--- src/rtl/key_multi_funcmod.sv ---
`default_nettype none
// ============================================================================
//  Module      : key_multi_funcmod
//  Description : N-channel key classifier. Each channel synchronises its raw
//                key level, debounces press and release, and classifies the
//                gesture as single click, double click or long press, each
//                reported as a one-cycle pulse.
//                Optional feature macro: KEY_AUTO_REPEAT_EN. When defined, a
//                long press that is still held emits oRepeat every T_REP
//                cycles. When undefined, oRepeat is tied low.
//  Revision    : 1.0 - initial release
// ============================================================================
module key_multi_funcmod #(
    parameter int N      = 4,
    parameter int CW     = 28,
    parameter int T_DEB  = 500_000,
    parameter int T_GAP  = 5_000_000,
    parameter int T_LONG = 150_000_000,
    parameter int T_REP  = 10_000_000
) (
    input  logic         CLOCK,
    input  logic         RESET,
    input  logic [N-1:0] KEY,
    output logic [N-1:0] oSClick,
    output logic [N-1:0] oDClick,
    output logic [N-1:0] oLClick,
    output logic [N-1:0] oRepeat
);

    typedef enum logic [2:0] {
        IDLE     = 3'd0,
        DEB_DN   = 3'd1,
        HELD     = 3'd2,
        DEB_UP   = 3'd3,
        GAP      = 3'd4,
        DEB_DN2  = 3'd5,
        WAIT_REL = 3'd6,
        DEB_REL  = 3'd7
    } state_t;

    // Terminal counts compared at 64 bits, so an oversized parameter can never
    // alias onto a truncated value; the saturated timer then simply never hits.
    localparam logic [63:0] DEB_LAST  = 64'(T_DEB)  - 64'd1;
    localparam logic [63:0] GAP_LAST  = 64'(T_GAP)  - 64'd1;
    localparam logic [63:0] LONG_LAST = 64'(T_LONG) - 64'd1;

    for (genvar i = 0; i < N; i++) begin : g_ch
        logic          f1;
        logic          f2;
        logic [1:0]    fill;
        logic          fall;
        logic          rise;
        state_t        state;
        state_t        state_nx;
        logic [CW-1:0] timer;
        logic [CW-1:0] timer_nx;
        logic [CW-1:0] timer_inc;
        logic [63:0]   t_ext;
        logic          s_nx;
        logic          d_nx;
        logic          l_nx;
        logic          s_q;
        logic          d_q;
        logic          l_q;

        // Edges are only trusted once both synchroniser flops hold real
        // samples; this keeps a key held low across reset from looking like
        // a fresh press.
        assign fall      = fill[1] &  f2 & ~f1;
        assign rise      = fill[1] & ~f2 &  f1;
        assign timer_inc = (&timer) ? timer : timer + 1'b1;
        assign t_ext     = 64'(timer);

        // Two-flop synchroniser plus fill tracker for the raw key level
        always_ff @(posedge CLOCK or negedge RESET) begin
            if (!RESET) begin
                f1   <= 1'b1;
                f2   <= 1'b1;
                fill <= 2'b00;
            end else begin
                f1   <= KEY[i];
                f2   <= f1;
                fill <= {fill[0], 1'b1};
            end
        end

        // State, timer and registered event pulses
        always_ff @(posedge CLOCK or negedge RESET) begin
            if (!RESET) begin
                state <= IDLE;
                timer <= '0;
                s_q   <= 1'b0;
                d_q   <= 1'b0;
                l_q   <= 1'b0;
            end else begin
                state <= state_nx;
                timer <= timer_nx;
                s_q   <= s_nx;
                d_q   <= d_nx;
                l_q   <= l_nx;
            end
        end

        // Gesture classification: next state, timer and pulse requests
        always_comb begin
            state_nx = state;
            timer_nx = timer_inc;
            s_nx     = 1'b0;
            d_nx     = 1'b0;
            l_nx     = 1'b0;
            case (state)
                IDLE: begin
                    timer_nx = '0;
                    if (fall) state_nx = DEB_DN;
                end
                DEB_DN: begin
                    if (t_ext == DEB_LAST) begin
                        state_nx = HELD;
                        timer_nx = '0;
                    end
                end
                HELD: begin
                    // Release beats a coincident long-press terminal count
                    if (rise) begin
                        state_nx = DEB_UP;
                        timer_nx = '0;
                    end else if (t_ext == LONG_LAST) begin
                        l_nx     = 1'b1;
                        state_nx = WAIT_REL;
                        timer_nx = '0;
                    end
                end
                DEB_UP: begin
                    if (t_ext == DEB_LAST) begin
                        state_nx = GAP;
                        timer_nx = '0;
                    end
                end
                GAP: begin
                    // A second press beats a coincident window expiry
                    if (fall) begin
                        d_nx     = 1'b1;
                        state_nx = DEB_DN2;
                        timer_nx = '0;
                    end else if (t_ext == GAP_LAST) begin
                        s_nx     = 1'b1;
                        state_nx = IDLE;
                        timer_nx = '0;
                    end
                end
                DEB_DN2: begin
                    if (t_ext == DEB_LAST) begin
                        state_nx = WAIT_REL;
                        timer_nx = '0;
                    end
                end
                WAIT_REL: begin
                    timer_nx = '0;
                    if (rise) state_nx = DEB_REL;
                end
                DEB_REL: begin
                    if (t_ext == DEB_LAST) begin
                        state_nx = IDLE;
                        timer_nx = '0;
                    end
                end
                default: begin
                    state_nx = IDLE;
                    timer_nx = '0;
                end
            endcase
        end

        assign oSClick[i] = s_q;
        assign oDClick[i] = d_q;
        assign oLClick[i] = l_q;

`ifdef KEY_AUTO_REPEAT_EN
        localparam logic [63:0] REP_LAST = 64'(T_REP) - 64'd1;

        logic          rep_on;
        logic [CW-1:0] rep_timer;
        logic          rep_q;

        // Auto-repeat: armed only by a long press, cleared on release or on
        // leaving WAIT_REL, so WAIT_REL reached after a double click is silent
        always_ff @(posedge CLOCK or negedge RESET) begin
            if (!RESET) begin
                rep_on    <= 1'b0;
                rep_timer <= '0;
                rep_q     <= 1'b0;
            end else begin
                rep_q <= 1'b0;
                if (l_nx) begin
                    rep_on    <= 1'b1;
                    rep_timer <= '0;
                end else if (state != WAIT_REL || rise) begin
                    rep_on    <= 1'b0;
                    rep_timer <= '0;
                end else if (rep_on) begin
                    if (64'(rep_timer) == REP_LAST) begin
                        rep_q     <= 1'b1;
                        rep_timer <= '0;
                    end else if (!(&rep_timer)) begin
                        rep_timer <= rep_timer + 1'b1;
                    end
                end
            end
        end

        assign oRepeat[i] = rep_q;
`else
        assign oRepeat[i] = 1'b0;
`endif
    end

endmodule
`default_nettype wire

--- config.mk ---
export PLATFORM = sky130hd
export DESIGN_NAME = key_multi_funcmod
export DESIGN_NICKNAME = d
export VERILOG_FILES = /design/src/rtl/key_multi_funcmod.sv
export SDC_FILE = /design/constraint.sdc
export NUM_CORES = 1
export LEC_CHECK = 0
export CELL_PAD_IN_SITES_DETAIL_PLACEMENT = 1
export CELL_PAD_IN_SITES_GLOBAL_PLACEMENT = 2
export CORE_UTILIZATION = 43
export CTS_CLUSTER_SIZE = 10
export DETAILED_ROUTE_END_ITERATION = 8
export PLACE_DENSITY_LB_ADDON = 0.05
export SLEW_MARGIN = 10
export SYNTH_ARGS = -nofsm -noshare
export SYNTH_HDL_FRONTEND = slang
export SYNTH_SLANG_ARGS = --single-unit
--- constraint.sdc ---
create_clock -name CLOCK -period 6.6 [get_ports CLOCK]
set_input_delay 0.66 -clock CLOCK [delete_from_list [all_inputs] [get_ports CLOCK]]
set_output_delay 0.66 -clock CLOCK [all_outputs]
set_load 0.1 [all_outputs]
-- Word-level counts from Yosys, hierarchy flattened
Cells that the tools add are included.
- register bits after elaboration: 152
- output and inout bits: 16
- input bits: 6
- word-level logic and storage cells: 256
- bitwise operators: 24
- equal/unequal tests: 72
- add/sub/neg operators: 4
- mux-type cells: 104
- reduce and logical (&&, ||, !) cells: 20
- operator list (kind ; number):
    28-bit 2-to-1 mux ; 24
    28-bit case mux with 4 select lines ; 4
    3-bit 2-to-1 mux ; 40
    28-bit by 1-bit adder with 28-bit output, second input constant ; 4
    28-bit by 19-bit equality test with 1-bit output, second input constant ; 4
    28-bit by 23-bit equality test with 1-bit output, second input constant ; 4
    28-bit equality test, second input constant ; 4
    28-bit AND reduction ; 4
    3-bit case mux with 8 select lines ; 4
    3-bit equality test, second input constant ; 16
    2-bit != test, second input constant ; 24
    1-bit 2-to-1 mux ; 32
    8-bit AND reduction ; 4
    3-bit by 2-bit equality test with 1-bit output, second input constant ; 8
    3-bit != test, second input constant ; 8
    1-bit AND ; 16
    4-bit OR reduction ; 4
    3-bit by 1-bit equality test with 1-bit output, second input constant ; 4
    3-bit zero test ; 4
    1-bit inverter ; 8
    2-bit OR reduction ; 4

-- Depth between registers and ports, before layout
- word-level depth: 5
- depth in mapped cells: 10
- gate-level depth less buffers: 8

-- Worst setup path before layout
OpenSTA, ideal clock, no wires.
- path kind: reg2reg
- start: register g_ch[1].timer[7]
- end: register g_ch[1].state[1]
- clock period less this slack: 2.692 ns
- arrival time: 2.567 ns
- stages on the path, launching flop included: 7
- required time: 6.475 ns
- setup slack: 3.908 ns
- path through: dfrtp_1 -> or4_1 -> or4_4 -> nand3b_4 -> o311a_1 -> or3_4 -> mux2_4
- longest elaborated chain between the ends: 3
- elaborated cells between the ends (all ways): 10
- those cells by class: eq/ne: 9; reduce/logical: 1
- ends and longest elaborated chain (what ; line ; RTL):
    start: declaration ; 55 ; logic [CW-1:0] timer;
    start signal: assignment ; 97 ; timer <= timer_nx;
    28-bit equality test (tied with other cells) ; 127 ; end else if (t_ext == LONG_LAST) begin
    3-bit != test (no source line) / 2-bit != test (equally long branches) ; n/a ;
    8-bit AND reduction (no source line) * ; n/a ;
    end signal: assignment ; 96 ; state <= state_nx;
    end: declaration ; 53 ; state_t state;
Every way passes the cells marked *; elsewhere a longest branch is shown, timed or not.
A chain may end at the register's enable or synchronous reset.

-- Final worst setup path
- start: register g_ch[0].timer[7]
- end: register g_ch[0].timer[25]
- longest elaborated chain between the ends: 5
- elaborated cells between the ends (all ways): 12
- those cells by class: add/sub: 1; eq/ne: 3; mux: 7; reduce/logical: 1
- ends and longest elaborated chain (what ; line ; RTL):
    start: declaration ; 55 ;
    start signal: assignment ; 97 ;
    28-bit by 1-bit adder with 28-bit output / 28-bit AND reduction (equally long branches) ; 71 ; assign timer_inc = (&timer) ? timer : timer + 1'b1;
    28-bit 2-to-1 mux ; 71 ;
    28-bit 2-to-1 mux (on tied branches) ; 145, 127 ;
    28-bit 2-to-1 mux (on tied branches) ; 141, 124 ;
    28-bit case mux with 4 select lines * ; 111 ; case (state)
    net g_ch[0].timer_nx[25] ; 56 ; logic [CW-1:0] timer_nx;
The timed path passes the listed nets; every way through them passes the cells marked *.

==> impl_metrics.ini <==
[clock_network]
htreeDepth = 4
cts-resized-gates = 0
clkSinkCount = 146
cts_hold_buf = 0
cts_max_path_buffers = 2
postCtsSetupBuffers = 0
cts_tree = done
cts_inserted_buffers = 17
cts.clk_slew.worst_paths_ns = 0.06
clkLatencyLatePin_ns = 0.42
root_buffer = clkbuf_16

[yosys]
yosysWarnings = 0
synth_fa_ha_area_share_pct = 3.03
yosys-mux-area-fraction_pct = 1.80
synth-seq-cells = 146
synth_top_family_by_area = simple AND/OR/NAND/NOR gates
synth-simple-area-share_pct = 31.1
synthArstFlopShare_pct = 100
synth.distinct_cells = 62
synth.area.top_cells = dfrtp_1 42%, nor2_1 6.4%, xor2_1 4.9%
yosysTopAreaCell = dfrtp_1
synth_xor_area_share_pct = 8.70
synth-compound-area-share_pct = 6.64
synth_area_um2 = 8250
synth.most_common_cell = nor2_1
yosys_most_used_dff = dfrtp_1
synth-edff-count = 0
synth-seq-area-share_pct = 44.4
yosys-top-cells-count = 140 x nor2_1, 138 x dfrtp_1, 66 x nand2_1, 59 x nand3_1, 46 x xor2_1
synth_top_area_share_pct = 41.8
avgSynthCellArea_um2 = 9.16
syn_inst = 901

[power]
p_switching_mw = 1.03
clkPwrFrac_pct = 33.2
p_seq_share_pct = 37.1
power_density_nw_per_um2 = 322
ir_worst_vdd_v = 0.000187
power.total_mw = 2.92
p_comb_share_pct = 29.7
switching_share_pct = 35.2
leakagePower_nw = 3.71
internal_power_mw = 1.89

[die]
core_region_area_um2 = 18800
fp.dieH_um = 141
die_x_um = 141
start_util_pct = 44.0
dieArea_um2 = 19800
row_count = 50
io_pins = 22

[global_route]
antenna_found_initial = 0
grt_start_max_net_pins = 89
overflow = 0
grt_usage_pct = 22.0
grt_pass1_wl_mm = 34.9
grt_pass1_vias = 6993

[setup_path]
critical_path_required_ns = 6.85
crit_path_cell_trace = or4_1 > or4_1 > or4_1 > nand4_1 > and3_1 > nor3_1
slowest_stage = and3_1
crit_fanout = 28
r2r_slack_ns = 3.23
critPathArrivalTime_ns = 3.62
crit_type = reg -> reg
start_kind = flop
path_common_cell = or4_1
cp-end-kind = flop
critical-path-max-stage-delay_ns = 0.87

[min_path]
hold_path_class = in -> async

[routing]
dr.pass1.iters = 5
wirelength_mm = 20.2
num_vias = 6639
detail-route-antenna-nets = 0
drc = 0
wire_per_inst_um = 17.7
first_iter_violations = 277
viasPerCell = 5.81

[sta]
rsz0062_at_grt = false
max_freq_mhz = 297
fin_ws_ns = 3.23
setup_viol = 0
finalHoldViolCount = 0
setup_tns_ns = 0
fin_skew_ns = 0.0119
worst_pin_slew_ns = 1.08
slew_violations = 0
post-route-period-util_pct = 51.1
max_slew_margin_pct = 28.2
layout_min_cycle_time_ns = 3.37
timing.hold.ws_ns = 0.323

[place]
dp_hpwl_mm = 14.1
dp_slack_ns = 3.19
dpl_cell_area_um2 = 8500
portBuffers = 17
place_congestion = 0.855

[finish]
multi_input_area_um2 = 4260
nets = 922
synthToLayoutAreaGrowth_pct = 9.95
area.sequential_um2 = 3660
antennaDiodeCount = 0
drive_gt1_share_pct = 5.72
stdcell_area_um2 = 9070
fillers = 2153

[run]
drv_cap = 0

[outcome]
outcome = completed
cells in the final DEF (no fill, tap or decap), types with 14 or more instances in the layout:
master	count
a21oi_1	26
and3_1	26
and4_1	14
clkbuf_16	17
clkdlybuf4s50_1	16
dfrtp_1	138
ha_1	20
inv_1	22
nand2_1	66
nand3_1	59
nand4_1	37
nor2_1	140
nor3_1	28
nor4_1	22
o21ai_0	15
xnor2_1	36
xor2_1	46
state kept, by name (all words and copies together) (netlist names):
register    flops
g_ch.d_q        4
g_ch.f1         4
g_ch.f2         4
g_ch.fill       2
g_ch.l_q        4
g_ch.s_q        4
g_ch.state     12
g_ch.timer    112
layer usage:
metal,GRT usage (%),part of all wire (%),wire length (µm)
met1,28.8,48,9660
met2,37.6,49,9850
met3,4.24,2.4,489
met4,5.49,0.93,187
met5,0,0,0
cell families after synthesis:
logic type,count (synthesis)
flops,146
other cells,2
compound gates,86
fa+ha+maj,20
buf+inv,69
simple gates,482
mux,14
xor+xnor,82
worst max-delay path, delay by kind of cell (launching register included):
kind / cells / cell delay [ns]
and+or+nand+nor: 6 / 2.77
DFF: 1 / 0.42
final timing paths:
kind | startpoint | endpoint | depth (start not counted)
hold / removal | RESET | g_ch[1].timer[9]$_DFF_PN0_ | 1
max in group asynchronous | RESET | g_ch[3].timer[6]$_DFF_PN0_ | 2
min in group CLOCK | g_ch[3].fill[0]$_DFF_PN0_ | g_ch[0].fill[1]$_DFF_PN0_ | 0
setup reg to reg | g_ch[0].timer[7]$_DFF_PN0_ | g_ch[0].timer[25]$_DFF_PN0_ | 6
hold reg to reg | g_ch[3].fill[0]$_DFF_PN0_ | g_ch[0].fill[1]$_DFF_PN0_ | 0
setup / recovery | g_ch[0].timer[7]$_DFF_PN0_ | g_ch[0].timer[25]$_DFF_PN0_ | 6
through the flow:
| stage | std cells | util (%) |
|---|---|---|
| global placement | 1111 | 45.3 |
| floorplan | 904 | - |
| global route | 1143 | 48.3 |
| finish | 1143 | 48.3 |
| detailed placement | 1111 | 45.3 |
| CTS | 1143 | 48.3 |
final cells by class:
cell class,instances,share of cell area (%)
flip-flops and latches,146,40.4
repair buffers,20,2.14
multi-input cells,689,47.0
inverters,22,0.910
clock buffers,27,5.21
clock inverters,5,1.14
well taps,234,3.23
power groups by stage:
stage / clock network [mW] / logic (mW) / registers, mW
finish: 0.967 / 0.867 / 1.08
global route: 1.03 / 0.977 / 1.10
CTS: 0.995 / 0.884 / 1.08
detailed placement: 0 / 0.881 / 1.10
global placement: 0 / 0.833 / 1.09
floorplan: 0 / 0.722 / 1.05
(Power assumes the default switching activity.)
==> RTL edit, RTL diff (same settings) <==
The option `KEY_AUTO_REPEAT_EN` is turned on by a define.
--- a/src/rtl/key_multi_funcmod.sv
+++ b/src/rtl/key_multi_funcmod.sv
@@ -12,2 +12,4 @@
 // ============================================================================
+`define KEY_AUTO_REPEAT_EN
+
 module key_multi_funcmod #(
Function: no difference found for any inputs over 4 cycles, from zero or initial values and one cycle with RESET low; that may be too few to reach the edited logic, so the function may still have changed.
==> RTL edit against the unedited design <==
Area after synthesis grew 80%; setup slack gained 170 ps; critical endpoint is now g_ch[0].rep_timer[22]; total power increased by 57%; sequential cell count grew 120; clock power increased by 92%; routed wire length up 94%; critical path depth grew 2; die area is 79% higher; final area is 82% higher; synthesized cell count rose by 84%; combinational power is 5.8% higher; sequential power up 68%.
==> RTL edit: results (changes against the unedited design) <==
| Metric | Value |
|---|---|
| VDD IR max | `0.261 mV (was 0.187 mV)` |
| Worst slack, placed | `3370 ps (was 3190 ps)` |
| Worst-margin pin slew | `1170 ps (was 1080 ps)` |
| Synth Area in Compound Gates | `11.5% (was 6.64%)` |
| Htree depth | `2 (was 4)` |
| Status | `finished clean (unchanged)` |
| Reg2Reg Depth | `8 (was 6)` |
| CTS Buf Count | `36 (was 17)` |
| GRT met3 Usage | `3.29% (was 4.24%)` |
| Top cells by area, synth | `dfrtp_1 43%, nor2_1 5.6%, xor2_1 4.5% (was dfrtp_1 42%, nor2_1 6.4%, xor2_1 4.9%)` |
| Pin count of the biggest net entering global routing | `108 (was 89)` |
| Crit-path max FO | `17 (was 28)` |
| Leak | `6.51 nW (was 3.71 nW)` |
| Share of layout cells above drive strength 1 | `6.49% (was 5.72%)` |
| Wire length per cell | `18.4 um (was 17.7 um)` |
| 1st-iter DRT viols | `597 (was 277)` |
| # port buffers | `21 (was 17)` |
| CP Launch Point | `g_ch[0].rep_timer[0] (was g_ch[0].timer[7])` |
| Reg2reg start | `g_ch[0].rep_timer[0] (was g_ch[0].timer[7])` |
| Seq/Total Area, Yosys | `44.8% (was 44.4%)` |
| GRT Total Usage | `23.0% (was 22.0%)` |
| Crit-path max cell delay | `900 ps (was 870 ps)` |
| DP HPWL | `27.1 mm (was 14.1 mm)` |
| Commonest cells in the synthesized netlist | `258 x dfrtp_1, 222 x nor2_1, 135 x nand2_1, 106 x nand3_1, 103 x o21ai_0 (was 140 x nor2_1, 138 x dfrtp_1, 66 x nand2_1, 59 x nand3_1, 46 x xor2_1)` |
| GP Congestion | `0.808 (was 0.855)` |
| Final period util | `48.5% (was 51.1%)` |
| Post-Synth XOR/XNOR Area | `7.24% (was 8.70%)` |
| Clock Path Buffers | `3 (was 2)` |
| Post-Synth Adder-Cell Area | `1.85% (was 3.03%)` |
| Top flop regs | `g_ch.rep_timer: 112 flops, g_ch.timer: 112 flops, g_ch.state: 12 flops (was g_ch.timer: 112 flops, g_ch.state: 12 flops)` |
| CP max-delay cell | `nor4_1 (was and3_1)` |
| Routed via count | `12,700 (was 6,639)` |
| GRT met2 Usage | `36.8% (was 37.6%)` |
| Crit path arrival time | `3660 ps (was 3620 ps)` |
| Global-route wire length before repair | `67.4 mm (was 34.9 mm)` |
| Library cells used by synthesis | `83 (was 62)` |
| Post-synthesis mux area share | `1.10% (was 1.80%)` |
| Fin Clk Skew | `18.7 ps (was 11.9 ps)` |
RTL edit: cell count changes after synthesis, sizes merged, moves of 21 or more:
cell / before / now
nor2: 140 / 223
nor4: 22 / 43
o21ai: 15 / 104
nand4: 37 / 78
nor3: 28 / 62
nand3: 59 / 106
nand2: 66 / 135
o31ai: 2 / 41
xor2: 46 / 77
dfrtp: 138 / 258
RTL edit: metal layers:
layer  share of wire, %  vias up
met3                3.1       64
met1                 48     6378
met4                2.4        0
li1                   -     6049
met5                  0        -
met2                 46      168
RTL edit: worst max-delay path: cells and delay by family, from the launching register on:
kind	cells	cell delay, ps
flops	1	390
compound gates	3	660
simple gates	3	1570
fa+ha+maj	1	200
buf+inv	1	290
RTL edit: cell type report:
class	instances	area, um2
Fill cell	3890	17300
Multi-Input combinational cell	1281	7720
Sequential cell	266	6670
Clock buffer	56	1050
Tap cell	448	561
Timing Repair Buffer	35	320
Inverter	34	128
Clock inverter	7	67.6
RTL edit: where the power goes:
group | total (mW) | internal [mW] | switching, mW
clock network | 1.86 | 1.13 | 0.735
logic | 0.917 | 0.320 | 0.597
registers | 1.81 | 1.71 | 0.101
total | 4.59 | 3.16 | 1.43
RTL edit: stage by stage:
step	hold WS (ps)	cells
3_5_place_dp	336	2064
3_3_place_gp	332	2064
6_report	136	2127
2_1_floorplan	331	1655
4_1_cts	191	2127
5_1_grt	218	2127
RTL edit: logic make-up (layout without fill, tap and decap cells):
kind of cell / after synthesis / after routing
and+or+nand+nor: 850 / 850
AOI/OAI and AO/OA: 269 / 269
DFF: 266 / 266
xor gates and xnor gates: 123 / 123
buffers and inverters: 108 / 132
adders and majority gates: 22 / 22
muxes: 16 / 16
other: 1 / 1
